==> src/rtl/npu_pkg.sv <==
// Shared NPU definitions: word width, circular-buffer depth and the
// state encoding used by the circular-buffer sequencer.
package npu_pkg;

    localparam int NPU_WORD_W     = 16;
    localparam int NPU_CBUF_DEPTH = 8192;

    typedef enum logic [2:0] {
        CBC_EMPTY  = 3'd0,
        CBC_LOAD   = 3'd1,
        CBC_READY  = 3'd2,
        CBC_RUN    = 3'd3,
        CBC_SETTLE = 3'd4,
        CBC_FLUSH  = 3'd5
    } cbc_state_e;

endpackage

==> src/rtl/npu_circ_buf_ctrl.sv <==
// Load/replay sequencer for one NPU circular buffer: streams config words in
// with write_en, then replays them once per start pulse with read_en.
module npu_circ_buf_ctrl
    import npu_pkg::*;
#(
    parameter int DATA_W = NPU_WORD_W,
    parameter int DEPTH  = NPU_CBUF_DEPTH,
    parameter int CNT_W  = $clog2(DEPTH + 1)
) (
    input  logic              CLK,
    input  logic              npu_rst,
    input  logic              cfg_valid,
    input  logic [DATA_W-1:0] cfg_data,
    input  logic              cfg_last,
    output logic              cfg_ready,
    input  logic              flush,
    input  logic              start,
    input  logic              cons_ready,
    output logic              buf_rst,
    output logic              buf_wr_en,
    output logic              buf_rd_en,
    output logic [DATA_W-1:0] buf_din,
    output logic              word_valid,
    output logic [CNT_W-2:0]  word_idx,
    output logic              word_last,
    output logic              loaded,
    output logic              busy,
    output logic              pass_done,
    output logic              err
);

    localparam logic [CNT_W-1:0] DEPTH_C = CNT_W'(DEPTH);
    localparam logic [CNT_W-1:0] ONE_C   = CNT_W'(1);

    cbc_state_e        state_q, state_d;
    logic [CNT_W-1:0]  load_cnt_q, load_cnt_d;
    logic [CNT_W-1:0]  total_q, total_d;
    logic [CNT_W-1:0]  rd_cnt_q, rd_cnt_d;
    logic              flush_q, flush_d;
    logic              word_valid_q, word_valid_d;
    logic [CNT_W-2:0]  word_idx_q, word_idx_d;
    logic              word_last_q, word_last_d;
    logic              pass_done_q, pass_done_d;
    logic              err_q, err_d;

    logic              req_ok;
    logic              in_load;
    logic              wr_accept;

    // Flush and reset both suppress any buffer access in the same cycle.
    always_comb begin
        req_ok    = !npu_rst && !flush;
        in_load   = (state_q == CBC_EMPTY) || (state_q == CBC_LOAD);
        cfg_ready = in_load && (load_cnt_q < DEPTH_C) && req_ok;
        wr_accept = cfg_valid && cfg_ready;
        buf_wr_en = wr_accept;
        buf_rd_en = (state_q == CBC_RUN) && cons_ready && (rd_cnt_q < total_q) && req_ok;
        buf_din   = cfg_data;
    end

    always_comb begin
        state_d      = state_q;
        load_cnt_d   = load_cnt_q;
        total_d      = total_q;
        rd_cnt_d     = rd_cnt_q;
        flush_d      = flush;
        word_valid_d = buf_rd_en;
        word_idx_d   = rd_cnt_q[CNT_W-2:0];
        word_last_d  = buf_rd_en && (rd_cnt_q == total_q - ONE_C);
        pass_done_d  = 1'b0;
        err_d        = 1'b0;

        if (flush) begin
            state_d    = CBC_FLUSH;
            load_cnt_d = '0;
            total_d    = '0;
            rd_cnt_d   = '0;
        end else begin
            err_d = start && (state_q != CBC_READY);
            unique case (state_q)
                CBC_EMPTY, CBC_LOAD: begin
                    if (wr_accept) begin
                        load_cnt_d = load_cnt_q + ONE_C;
                        if (cfg_last) begin
                            total_d = load_cnt_q + ONE_C;
                            state_d = CBC_READY;
                        end else begin
                            state_d = CBC_LOAD;
                        end
                    end else if (cfg_valid) begin
                        err_d = 1'b1;
                    end
                end
                CBC_READY: begin
                    if (cfg_valid) err_d = 1'b1;
                    if (start) begin
                        state_d  = CBC_RUN;
                        rd_cnt_d = '0;
                    end
                end
                CBC_RUN: begin
                    if (cfg_valid) err_d = 1'b1;
                    if (buf_rd_en) begin
                        rd_cnt_d = rd_cnt_q + ONE_C;
                        if (rd_cnt_q == total_q - ONE_C) state_d = CBC_SETTLE;
                    end
                end
                CBC_SETTLE: begin
                    if (cfg_valid) err_d = 1'b1;
                    state_d     = CBC_READY;
                    pass_done_d = 1'b1;
                end
                CBC_FLUSH: begin
                    state_d = CBC_EMPTY;
                end
                default: begin
                    state_d = CBC_EMPTY;
                end
            endcase
        end
    end

    always_ff @(posedge CLK) begin
        if (npu_rst) begin
            state_q      <= CBC_EMPTY;
            load_cnt_q   <= '0;
            total_q      <= '0;
            rd_cnt_q     <= '0;
            flush_q      <= 1'b0;
            word_valid_q <= 1'b0;
            word_idx_q   <= '0;
            word_last_q  <= 1'b0;
            pass_done_q  <= 1'b0;
            err_q        <= 1'b0;
        end else begin
            state_q      <= state_d;
            load_cnt_q   <= load_cnt_d;
            total_q      <= total_d;
            rd_cnt_q     <= rd_cnt_d;
            flush_q      <= flush_d;
            word_valid_q <= word_valid_d;
            word_idx_q   <= word_idx_d;
            word_last_q  <= word_last_d;
            pass_done_q  <= pass_done_d;
            err_q        <= err_d;
        end
    end

    assign buf_rst    = npu_rst | flush_q;
    assign word_valid = word_valid_q;
    assign word_idx   = word_idx_q;
    assign word_last  = word_last_q;
    assign pass_done  = pass_done_q;
    assign err        = err_q;
    assign loaded     = (state_q == CBC_READY) || (state_q == CBC_RUN) || (state_q == CBC_SETTLE);
    assign busy       = (state_q == CBC_RUN) || (state_q == CBC_SETTLE);

    // The buffer must never see a write and a read together, nor a write while replaying.
    assert property (@(posedge CLK) !(buf_wr_en && buf_rd_en));
    assert property (@(posedge CLK) !(buf_wr_en && ((state_q == CBC_RUN) || (state_q == CBC_SETTLE))));

endmodule
==> config.mk <==
export PLATFORM = sky130hd
export DESIGN_NAME = npu_circ_buf_ctrl
export DESIGN_NICKNAME = d
export VERILOG_FILES = /design/src/rtl/npu_pkg.sv /design/src/rtl/npu_circ_buf_ctrl.sv
export SDC_FILE = /design/constraint.sdc
export NUM_CORES = 1
export LEC_CHECK = 0
export CAP_MARGIN = 10
export CORE_AREA = 2 2 122 124
export CTS_CLUSTER_SIZE = 8
export DETAILED_ROUTE_END_ITERATION = 8
export DIE_AREA = 0 0 124 126
export GPL_ROUTABILITY_DRIVEN = 1
export RECOVER_POWER = 25
export REMOVE_ABC_BUFFERS = 1
export SLEW_MARGIN = 10
export SYNTH_ARGS = -nofsm -noshare
export SYNTH_HDL_FRONTEND = slang
export SYNTH_SLANG_ARGS = --single-unit
==> constraint.sdc <==
create_clock -name CLK -period 3.8 [get_ports CLK]
set_input_delay 0.57 -clock CLK [delete_from_list [all_inputs] [get_ports CLK]]
set_output_delay 0.57 -clock CLK [all_outputs]
set_load 0.05 [all_outputs]
After elaboration in Yosys (flattened, before gate mapping)
Cells that the tools add are included.

Register bits: 63. Output and inout port bits: 39. Logic and storage cells: 70. Bits of input ports: 23.

Eq/ne operators: 14. Bitwise logic cells: 1. Reductions and logical operators: 25. Mux-type cells: 14. $lt $le $gt $ge: 2. $add $sub $neg: 3.

Operators with widths (number): $add A14 B1 Y14 const B (2); $mux W14 (2); $pmux W14 S2 (1); $mux W3 (5); $eq A14 B14 Y1 (1); $lt A14 B14 Y1 (1); $lt A14 B14 Y1 const B (1); $sub A14 B1 Y14 const B (1); $pmux W3 S4 (1); $logic_and A1 B1 Y1 (9); $ne A3 B3 Y1 const B (3); $reduce_and A4 Y1 (2); $eq A3 B2 Y1 const B (2); $ne A2 B2 Y1 const B (3); $ne A3 B2 Y1 const B (2); $reduce_and A3 Y1 (2); $logic_or A1 B1 Y1 (4); $reduce_or A2 Y1 (2); $eq A3 B1 Y1 const B (1); $eq A3 B3 Y1 const B (1); $logic_not A3 Y1 (1); $mux W1 (3); $reduce_or A3 Y1 (1); $logic_not A1 Y1 (2); 6 further kinds (6).

Logic depth before layout (Yosys ltp)
Gate-level depths: netlist of the first run.

Word-level depth: 8. Depth in mapped cells: 11. Mapped depth without buffers: 10.

Worst setup path after synthesis of the first run
OpenSTA, ideal clock, no wires.

Path type: input to register. Start: in flush. End: reg state_q[0]. Setup slack: 0.116 ns. Path buffers: 1. Arrival: 3.614 ns. Setup time: 0.070 ns. Data required time: 3.730 ns. Stages: 9. Cells stage by stage: or2_2 -> nor4_1 -> nand2_1 -> inv_1 -> buf_4 -> a211oi_1 -> a2111oi_0 -> nor2_1 -> a21oi_1.

Word-level cells in the longest chain between the ends: 6.

RTL lines: start, declared (line npu_circ_buf_ctrl.sv:16) `input logic flush,`; $logic_not A1 Y1 (line npu_circ_buf_ctrl.sv:52) `req_ok = !npu_rst && !flush;`; $logic_and A1 B1 Y1 (line npu_circ_buf_ctrl.sv:52); $logic_and A1 B1 Y1 (line npu_circ_buf_ctrl.sv:54) `cfg_ready = in_load && (load_cnt_q < DEPTH_C) && req_ok;`; net cfg_ready (line npu_circ_buf_ctrl.sv:15) `output logic cfg_ready,`; $logic_and A1 B1 Y1 (line npu_circ_buf_ctrl.sv:55) `wr_accept = cfg_valid && cfg_ready;`; net buf_wr_en (line npu_circ_buf_ctrl.sv:20) `output logic buf_wr_en,`; $ne A3 B3 Y1 (no line); $reduce_and A4 Y1 (no line); end signal, assigned (line npu_circ_buf_ctrl.sv:136) `state_q <= state_d;`; end, declared (line npu_circ_buf_ctrl.sv:35) `cbc_state_e state_q, state_d;`.

The timed path passes the listed nets, and every way through them passes these cells. A chain may end at the register's enable or synchronous reset.

Worst setup path in the final report of the first run
Start: in npu_rst. End: out buf_wr_en.

Word-level cells in the longest chain between the ends: 4.

RTL lines: start, declared (line npu_circ_buf_ctrl.sv:11) `input logic npu_rst,`; $logic_not A1 Y1 (line npu_circ_buf_ctrl.sv:52); $logic_and A1 B1 Y1 (line npu_circ_buf_ctrl.sv:52); $logic_and A1 B1 Y1 (line npu_circ_buf_ctrl.sv:54); $logic_and A1 B1 Y1 (line npu_circ_buf_ctrl.sv:55); end, declared (line npu_circ_buf_ctrl.sv:20).

Every way passes these cells.

==> run metrics, run 1 <==
run status=finished, final reports clean; Yosys top cell area share=35.6%; Initial Util=24.7%; Slew HR=31.9%; Top Ports=62; Top FF cell, synth=dfxtp_1; Worst setup SP type=primary input; n_diodes=0; hpwl dp=6260 um; final setup fails=0; worst hold slack=0.489 ns; RSZ-0062 raised after global routing=false; Post-synth EDFFs=0; Rows=44; die area=15600 um^2; GRT Total Usage=10.9%; FF-to-FF End=rd_cnt_q[13]; CTS tree=done; GPL Wtd Cong=0.846; routed len/inst=13.0 um; setup TNS=0 ns; crit path to=buf_wr_en; die span in x=124 um; crit path DAT=2.73 ns; largest cells by area after synthesis=dfxtp_1, xnor2_1, ha_1; post-cts sizing count=0; Post-Syn Area=3540 um^2; Reg2Reg Launch Point=total_q[7]; vias in the first global route=2832; vias per cell=4.66; synthesized area per cell=8.21 um^2; cell taking the most area after synthesis=dfxtp_1; core region area=14300 um^2; post-route ant nets=0; post-synth cell types=53; total CTS buffers=9; Clock Sinks=63; CTS clock-pin slew for the worst setup and hold paths=0.05 ns; Setup crit end kind=output pin; Seq/Total Area, Yosys=35.6%; largest net degree at the start of global routing=30; NumNets Final=484; Tcrit/Tclk final=86.9%; YS warnings=0; Slew Limit Fails=0; slew at the pin closest to its max-slew limit=1.02 ns; Final WS setup=0.498 ns; flops & latches, synth=63; gr ovfl total=0; layout cells sized above 1=7.16%; P per Cell Area=378 nW/um^2; PortBufs=29; via count=2940; die height=126 um; Clock Path Buffers=2; maximum clock frequency=0.303 GHz; initial drt markers=168; clock period minus worst slack=3.30 ns; R2R depth=9; Initial DRT Pass Iterations=5; Worst Hold Class=flip-flop to flip-flop; ys async rst share=0%; Clock Skew=0.00726 ns; H-tree depth=3; Area Growth Syn to Fin=20.2%; initial antenna violation count=0; critical path launch point=npu_rst; max_cap viols=0; Hold Vio Cnt, Final=0; first-pass GRT wire length=13600 um; fin util=29.7%; synthesized instance count=431; postcts setup bufs=0; dpl ws=0.610 ns; Data required, critical path=3.23 ns; worst IR drop on VDD=196 uV; clk_lat worst skew=0.33 ns; flop2flop setup slack=0.90 ns; Leak Pwr=0.00151 uW; # hold bufs at CTS=0; crit path kind=primary input to output pin; crit-path max FO=11; routed wire length=8230 um; Clock Root Buffer=clkbuf_16; DRC=0
[synthesized netlist by cell type (2+ instances only)]
library cell,count
nand4b_1,2
nand3_1,28
a21oi_1,15
or4b_1,2
nor4b_1,2
nor2_2,2
nor2b_1,12
a211oi_1,4
or3_1,3
inv_1,26
ha_1,17
nand4_1,6
nor3_1,8
xor2_1,19
o21ai_0,21
buf_1,2
a31oi_1,4
and3_1,2
nand2_1,31
nand2b_1,3
dfxtp_1,63
or2_2,4
o31a_1,2
o41ai_1,2
buf_4,17
nor3b_1,3
xnor2_1,31
buf_2,3
or4_1,3
clkbuf_1,12
nor2_1,48
nor4_1,13
[registers in the layout, summed over array words and instances, names as in the netlist]
signal	flops
err	1
word_idx	13
word_last	1
state_q	3
total_q	14
word_valid	1
flush_q	1
rd_cnt_q	14
pass_done	1
load_cnt_q	14
[metal layers]
metal  GRT usage (%)  wire (um)
met4            3.50        142
met3            3.99        460
met1            15.1       4100
met2            15.6       3530
met5               0          0
[cells in the final DEF (no fill, tap or decap), drive strengths merged, types with 12 or more instances in the layout]
cell type,instances
o21ai,21
clkbuf,13
nand2,31
nor2b,12
xnor2,31
dfxtp,63
ha,17
nand3,28
nor2,50
nor4,14
a21oi,15
clkdlybuf4s50,25
xor2,19
inv,26
[cell type report]
type	instances	area, um^2
fillers	1521	10100
multi-input cells	307	1980
flip-flops and latches	63	1260
repair buffers	37	373
clock buffers	11	243
well taps	184	230
inverters	26	97.6
clock inverters	3	68.8
[kinds of logic after synthesis]
family / synth area share, %
AOI/OAI and AO/OA: 11.1
xor gates and xnor gates: 12.4
adders and majority gates: 6.01
buffers and inverters: 8.41
DFF: 35.6
muxes: 0.283
and+or+nand+nor: 26.2
[critical path, cell delays in order]
cell and delay, ns:
dlygate4sd3_1 0.60, or2_2 0.31, nor4_1 0.33, nand2_1 0.30, inv_1 0.42, buf_12 0.20
[through the flow]
stage	cell area, um^2	total power (uW)	std cells
2_1_floorplan	3340	728	396
3_3_place_gp	3950	764	617
3_5_place_dp	3950	765	617
4_1_cts	4260	1630	631
5_1_grt	4250	1660	631
6_report	4250	1610	631
[where the power goes]
part           internal, uW  switching [uW]
registers               665            5.53
logic                  29.5            49.6
clock network           585             274
total                  1280             329
[worst min-delay path by stage]
stage	end	startpoint	cells after the start	slack, ns
finish	load_cnt_q[1]	load_cnt_q[1]	2	0.49
global route	load_cnt_q[1]	load_cnt_q[1]	2	0.50
CTS	load_cnt_q[1]	load_cnt_q[1]	2	0.50
detailed placement	load_cnt_q[1]	load_cnt_q[1]	2	0.49
global placement	load_cnt_q[1]	load_cnt_q[1]	2	0.48
floorplan	load_cnt_q[1]	load_cnt_q[1]	2	0.45
(Power assumes the default switching activity.)
==> run 2, diff against run 1 <==
--- a/config.mk
+++ b/config.mk
@@ -10,7 +10,6 @@
 export CTS_CLUSTER_SIZE = 8
 export DETAILED_ROUTE_END_ITERATION = 8
 export DIE_AREA = 0 0 124 126
-export GPL_ROUTABILITY_DRIVEN = 1
 export RECOVER_POWER = 25
 export REMOVE_ABC_BUFFERS = 1
 export SLEW_MARGIN = 10
==> results of run 2 <==
Final layout, timing and power as in run 1 (identical DEF).
==> patch 1, RTL diff (settings of run 2) <==
Set the package constant `NPU_WORD_W` to 14 (it was 16).
--- a/src/rtl/npu_pkg.sv
+++ b/src/rtl/npu_pkg.sv
@@ -3,5 +3,5 @@
 package npu_pkg;
 
-    localparam int NPU_WORD_W     = 16;
+    localparam int NPU_WORD_W     = 14;
     localparam int NPU_CBUF_DEPTH = 8192;
 
Ports: changed (resized buf_din and cfg_data); port bits go from 62 to 58. The function was not compared with the original's and may differ.
==> patch 1 against run 2 <==
- non-clock buffer count fell by 1
- power increased by 1.6%
- via count fell by 0.24%
- fmax increased by 0.56%
- clock skew rose by 0.0047 ns
- routed wire length down 0.92%
- sequential cell count did not move
- final area rose by 0.12%
- die area did not move
- setup slack better by 0.018 ns
- worst hold slack got worse by 0.0061 ns
- synthesized area fell by 0.42%
- largest power group unchanged
==> patch 1: results (changes against run 2) <==
* Clock distribution power at 886 uW (+3.1%)
* Layout Skew at 0.0119 ns (+0.00468 ns)
* Reg-to-reg critical path endpoint: rd_cnt_q[12]
* Number of cells after detailed placement at 616 (-0.16%)
* IR drop worst, VDD at 0.203 mV (+3.7%)
* Cell types occupying the most area after synthesis: sky130_fd_sc_hd__dfxtp_1 (36%), sky130_fd_sc_hd__xnor2_1 (7.7%), sky130_fd_sc_hd__ha_1 (6.0%), sky130_fd_sc_hd__nor2_1 (5.1%), sky130_fd_sc_hd__xor2_1 (4.7%)
* Post-Route Hold Slack at 0.483 ns (-0.00610 ns)
* Critical path's slowest cell: sky130_fd_sc_hd__dlygate4sd3_1
* Layout Cells excl Fill at 632 (+0.16%)
* Total global routing track utilization at 0.112 (+0.00265)
* Vias per cell at 4.64 (-0.40%)
* Detailed-placement wirelength estimate at 6.15 mm (-1.7%)
* Total chip power at 1640 uW (+1.6%)
* First-pass GRT wire length at 14.0 mm (+2.9%)
* Share of cells above drive strength 1 at 0.0737 (+0.00207)
* Standby leakage power at 0.00151 uW (about the same)
* Total wirelength of the detailed-routed design at 8.16 mm (-0.92%)
* Via count of the first global-routing pass at 2897 (+2.3%)
* Run status: finished, final reports clean
* CP peak stage delay at 0.64 ns (+0.04 ns)
* Slew margin rel. at 0.295 (-0.0241)
* Kind of cell with the highest combined delay on the critical path: buffers and inverters
* Data arrival time at the worst-slack endpoint at 2.71 ns (-0.02 ns)
* Worst path bufs/invs at 4 (+1)
* Part of the cycle the worst path needs at 0.864 (-0.00486)
* Part of the Yosys area used for sequential elements at 0.358 (+0.00152)
* Final Net Count at 481 (-0.62%)
* Number of search-and-repair iterations in the first detailed-routing pass at 4 (-1)
* Synthesized area per cell at 8.22 um2 (about the same)
* Setup crit start: npu_rst
## patch 1: cell families after synthesis
group                    Yosys count  share of synthesized area
flip-flops                        63                      0.358
AO/OA/AOI/OAI                     61                      0.112
adder cells (fa/ha/maj)           17                     0.0603
buffers and inverters             59                     0.0802
AND/OR/NAND/NOR                  178                      0.263
XOR/XNOR                          50                      0.124
multiplexers                       1                    0.00284
## patch 1: layer usage
metal  share of wire  vias up  GRT usage
met5               0        -          0
met4          0.0096        0     0.0364
met3           0.055        9     0.0380
met2            0.43       73      0.162
met1            0.51     1361      0.155
li1                -     1490          -
## patch 1: area by class of cell
class | instances | area (um2) | share of cell area
Clock inverter | 5 | 81.3 | 0.0191
Inverter | 26 | 97.6 | 0.0229
Multi-Input combinational cell | 307 | 1980 | 0.465
Clock buffer | 11 | 243 | 0.0570
Timing Repair Buffer | 36 | 365 | 0.0858
Tap cell | 184 | 230 | 0.0541
Sequential cell | 63 | 1260 | 0.296
==> patch 2, RTL diff (config.mk and constraints of run 2) <==
Made on the original files. Register the inputs `cfg_valid`, `cfg_data` and `cfg_last` before use. The logic sees them one clock later. The other inputs are not delayed to match.
--- a/src/rtl/npu_circ_buf_ctrl.sv
+++ b/src/rtl/npu_circ_buf_ctrl.sv
@@ -33,4 +33,14 @@
     localparam logic [CNT_W-1:0] ONE_C   = CNT_W'(1);
 
+    logic cfg_valid_q;
+    logic [DATA_W-1:0] cfg_data_q;
+    logic cfg_last_q;
+
+    always_ff @(posedge CLK) begin
+        cfg_valid_q <= cfg_valid;
+        cfg_data_q  <= cfg_data;
+        cfg_last_q  <= cfg_last;
+    end
+
     cbc_state_e        state_q, state_d;
     logic [CNT_W-1:0]  load_cnt_q, load_cnt_d;
@@ -53,8 +63,8 @@
         in_load   = (state_q == CBC_EMPTY) || (state_q == CBC_LOAD);
         cfg_ready = in_load && (load_cnt_q < DEPTH_C) && req_ok;
-        wr_accept = cfg_valid && cfg_ready;
+        wr_accept = cfg_valid_q && cfg_ready;
         buf_wr_en = wr_accept;
         buf_rd_en = (state_q == CBC_RUN) && cons_ready && (rd_cnt_q < total_q) && req_ok;
-        buf_din   = cfg_data;
+        buf_din   = cfg_data_q;
     end
 
@@ -82,5 +92,5 @@
                     if (wr_accept) begin
                         load_cnt_d = load_cnt_q + ONE_C;
-                        if (cfg_last) begin
+                        if (cfg_last_q) begin
                             total_d = load_cnt_q + ONE_C;
                             state_d = CBC_READY;
@@ -88,10 +98,10 @@
                             state_d = CBC_LOAD;
                         end
-                    end else if (cfg_valid) begin
+                    end else if (cfg_valid_q) begin
                         err_d = 1'b1;
                     end
                 end
                 CBC_READY: begin
-                    if (cfg_valid) err_d = 1'b1;
+                    if (cfg_valid_q) err_d = 1'b1;
                     if (start) begin
                         state_d  = CBC_RUN;
@@ -100,5 +110,5 @@
                 end
                 CBC_RUN: begin
-                    if (cfg_valid) err_d = 1'b1;
+                    if (cfg_valid_q) err_d = 1'b1;
                     if (buf_rd_en) begin
                         rd_cnt_d = rd_cnt_q + ONE_C;
@@ -107,5 +117,5 @@
                 end
                 CBC_SETTLE: begin
-                    if (cfg_valid) err_d = 1'b1;
+                    if (cfg_valid_q) err_d = 1'b1;
                     state_d     = CBC_READY;
                     pass_done_d = 1'b1;
Behaviour: not the same (a bounded check fails within 4 cycles, from zero or initial values and one cycle with npu_rst high).
==> patch 2 against run 2 <==
- clock skew decreased by 0.0036 ns
- routed wire length shrank 8.6%
- count of clock-buffer cells in the layout unchanged
- final area grew 12%
- final cell count is 3.3% higher
- global-route usage down 0.54 points
- core utilization is 3.6 points higher
- power is 16% higher
- highest routed layer unchanged
- critical endpoint is now buf_rd_en
- largest power group is now sequential cells
- worst hold slack better by 0.016 ns
- sequential share of layout area grew 4.3 points
- synthesized area grew 3.4%
- sequential cell count is 18 higher
- setup slack improved by 0.087 ns
==> patch 2: results (changes against run 2) <==
* Total global routing track utilization at 0.103 (-0.00542)
* Clock Root Buffer: sky130_fd_sc_hd__clkbuf_16
* CP peak stage delay at just over 0.6 ns
* Insertion delay of the later-clocked pin in the worst-skew pair at between 0.3 and 0.4 ns
* Total chip power at 1870 uW (+16%)
* Number of violations reported at the end of detailed-routing iteration 0 at 88 (-48%)
* Number of search-and-repair iterations in the first detailed-routing pass at 4 (-1)
* Via count of the first global-routing pass at 2813 (-0.67%)
* CTS max path bufs at 2 (unchanged)
* Data arrival time at the worst-slack endpoint at 2.65 ns (-0.08 ns)
* Fraction of registers with async set/reset at 0 (unchanged)
* Standby leakage power at 0.00169 uW (+12%)
* Filler instances at 1457 (-4.2%)
* Cell area reported after detailed placement at 0.00448 mm2 (+13%)
* Number of antenna violations at the first check in global routing at 0 (unchanged)
* Routed wirelength normalized by instance count at 11.5 um (-12%)
* Clock distribution power at 851 uW (-0.9%)
* Leading cell types by count after synthesis: sky130_fd_sc_hd__dfxtp_1 (81), sky130_fd_sc_hd__nor2_1 (60), sky130_fd_sc_hd__xor2_1 (28), sky130_fd_sc_hd__xnor2_1 (25), sky130_fd_sc_hd__nand3_1 (20)
* Post-CTS clock slew at the launch and capture registers of the worst setup and hold paths at about 0.06 ns
* Slew at the pin closest to its max-slew limit at 0.536 ns (-0.485 ns)
* Largest fanout on the critical path at 5 (-6)
* Number of antenna diodes at 0 (unchanged)
* Synthesis Warnings at 0 (unchanged)
* Part of the Yosys area used for sequential elements at 0.443 (+0.0866)
* Detailed-placement wirelength estimate at 5.84 mm (-6.7%)
* Inserted Clock Buffers at 9 (unchanged)
* Routed via count at 2870 (-2.4%)
* First-pass GRT wire length at 12.8 mm (-5.3%)
* Fraction of power consumed by combinational cells at 0.080 (+0.031)
* Global-route congestion overflow total at 0 (unchanged)
* Total internal power at 1450 uW (+13%)
* Run status: finished, final reports clean
* Maximum level of the CTS H-tree at 3 (unchanged)
* Critical path's slowest cell: sky130_fd_sc_hd__dlygate4sd3_1
* Layout Skew at 0.00370 ns (-0.00355 ns)
* Share of cells above drive strength 1 at 0.0641 (-0.00749)
* Number of port buffers at 61 (+110%)
* Number of flip-flops in the largest register at 16
* Maximum number of pins on one net before global-route repair at 32 (+6.7%)
* Unique cell type count in the Yosys netlist at 42 (-21%)
* Post-cts repair resize count at 0 (unchanged)
* Cell types occupying the most area after synthesis: sky130_fd_sc_hd__dfxtp_1 (44%), sky130_fd_sc_hd__xor2_1 (6.7%), sky130_fd_sc_hd__nor2_1 (6.2%), sky130_fd_sc_hd__xnor2_1 (6.0%), sky130_fd_sc_hd__ha_1 (5.8%)
* Number of buffers inserted by post-CTS setup repair at 0 (unchanged)
* IR drop worst, VDD at 0.209 mV (+6.7%)
* Post-Place Setup Slack at 0.661 ns (+0.0514 ns)
* Final Net Count at 503 (+3.9%)
* Worst hold path class: register to register
* GPL Wtd Cong at 0.796 (-6.0%)
* Kind of cell with the highest combined delay on the critical path: simple AND/OR/NAND/NOR gates
==> patch 2: cell types whose count changed in the layout (fill, tap and decap cells not counted), sizes merged, moves of 11 or more <==
cell	delta
clkdlybuf4s50	+15
nand2	-11
dlygate4sd3	+18
a211oi	+11
o21ai	-15
dfxtp	+18
==> patch 2: kinds of logic after synthesis <==
kind of cell    after synthesis  synth area share
compound gates               48            0.0892
xor+xnor                     53             0.127
fa+ha+maj                    17            0.0581
buf+inv                      38            0.0420
flops                        81             0.443
mux                           5            0.0137
simple gates                164             0.227
==> patch 2: routing by layer <==
layer  vias up  routed length [um]  part of all wire  track usage
met5         -                   0                 0            0
met2        61                3620              0.48        0.169
met1      1307                3390              0.45        0.125
met3        10                 364             0.048       0.0303
li1       1492                   -                 -            -
met4         0                 151             0.020       0.0469
==> patch 2: metrics by stage <==
step / std cells / util
3_5_place_dp: 636 / 0.313
5_1_grt: 652 / 0.334
6_report: 652 / 0.334
3_3_place_gp: 636 / 0.313
2_1_floorplan: 385 / -
4_1_cts: 652 / 0.334
==> patch 2: layout make-up <==
cell class / instances / area [um2] / share of cell area
repair buffers: 67 / 676 / 0.142
flip-flops and latches: 81 / 1620 / 0.340
inverters: 17 / 63.8 / 0.0134
clock inverters: 5 / 55.1 / 0.0115
multi-input cells: 287 / 1890 / 0.395
clock buffers: 11 / 243 / 0.0508
well taps: 184 / 230 / 0.0482
==> patch 2: path summary, 6_finish.rpt <==
kind / to / depth (start not counted) / slack (ns) / start
worst max-delay path: buf_rd_en / 5 / 0.58 / npu_rst
worst min-delay path: err / 2 / 0.50 / cfg_valid_q
worst max register to register: rd_cnt_q[13] / 11 / 1.20 / total_q[1]
worst min register to register: err / 2 / 0.50 / cfg_valid_q
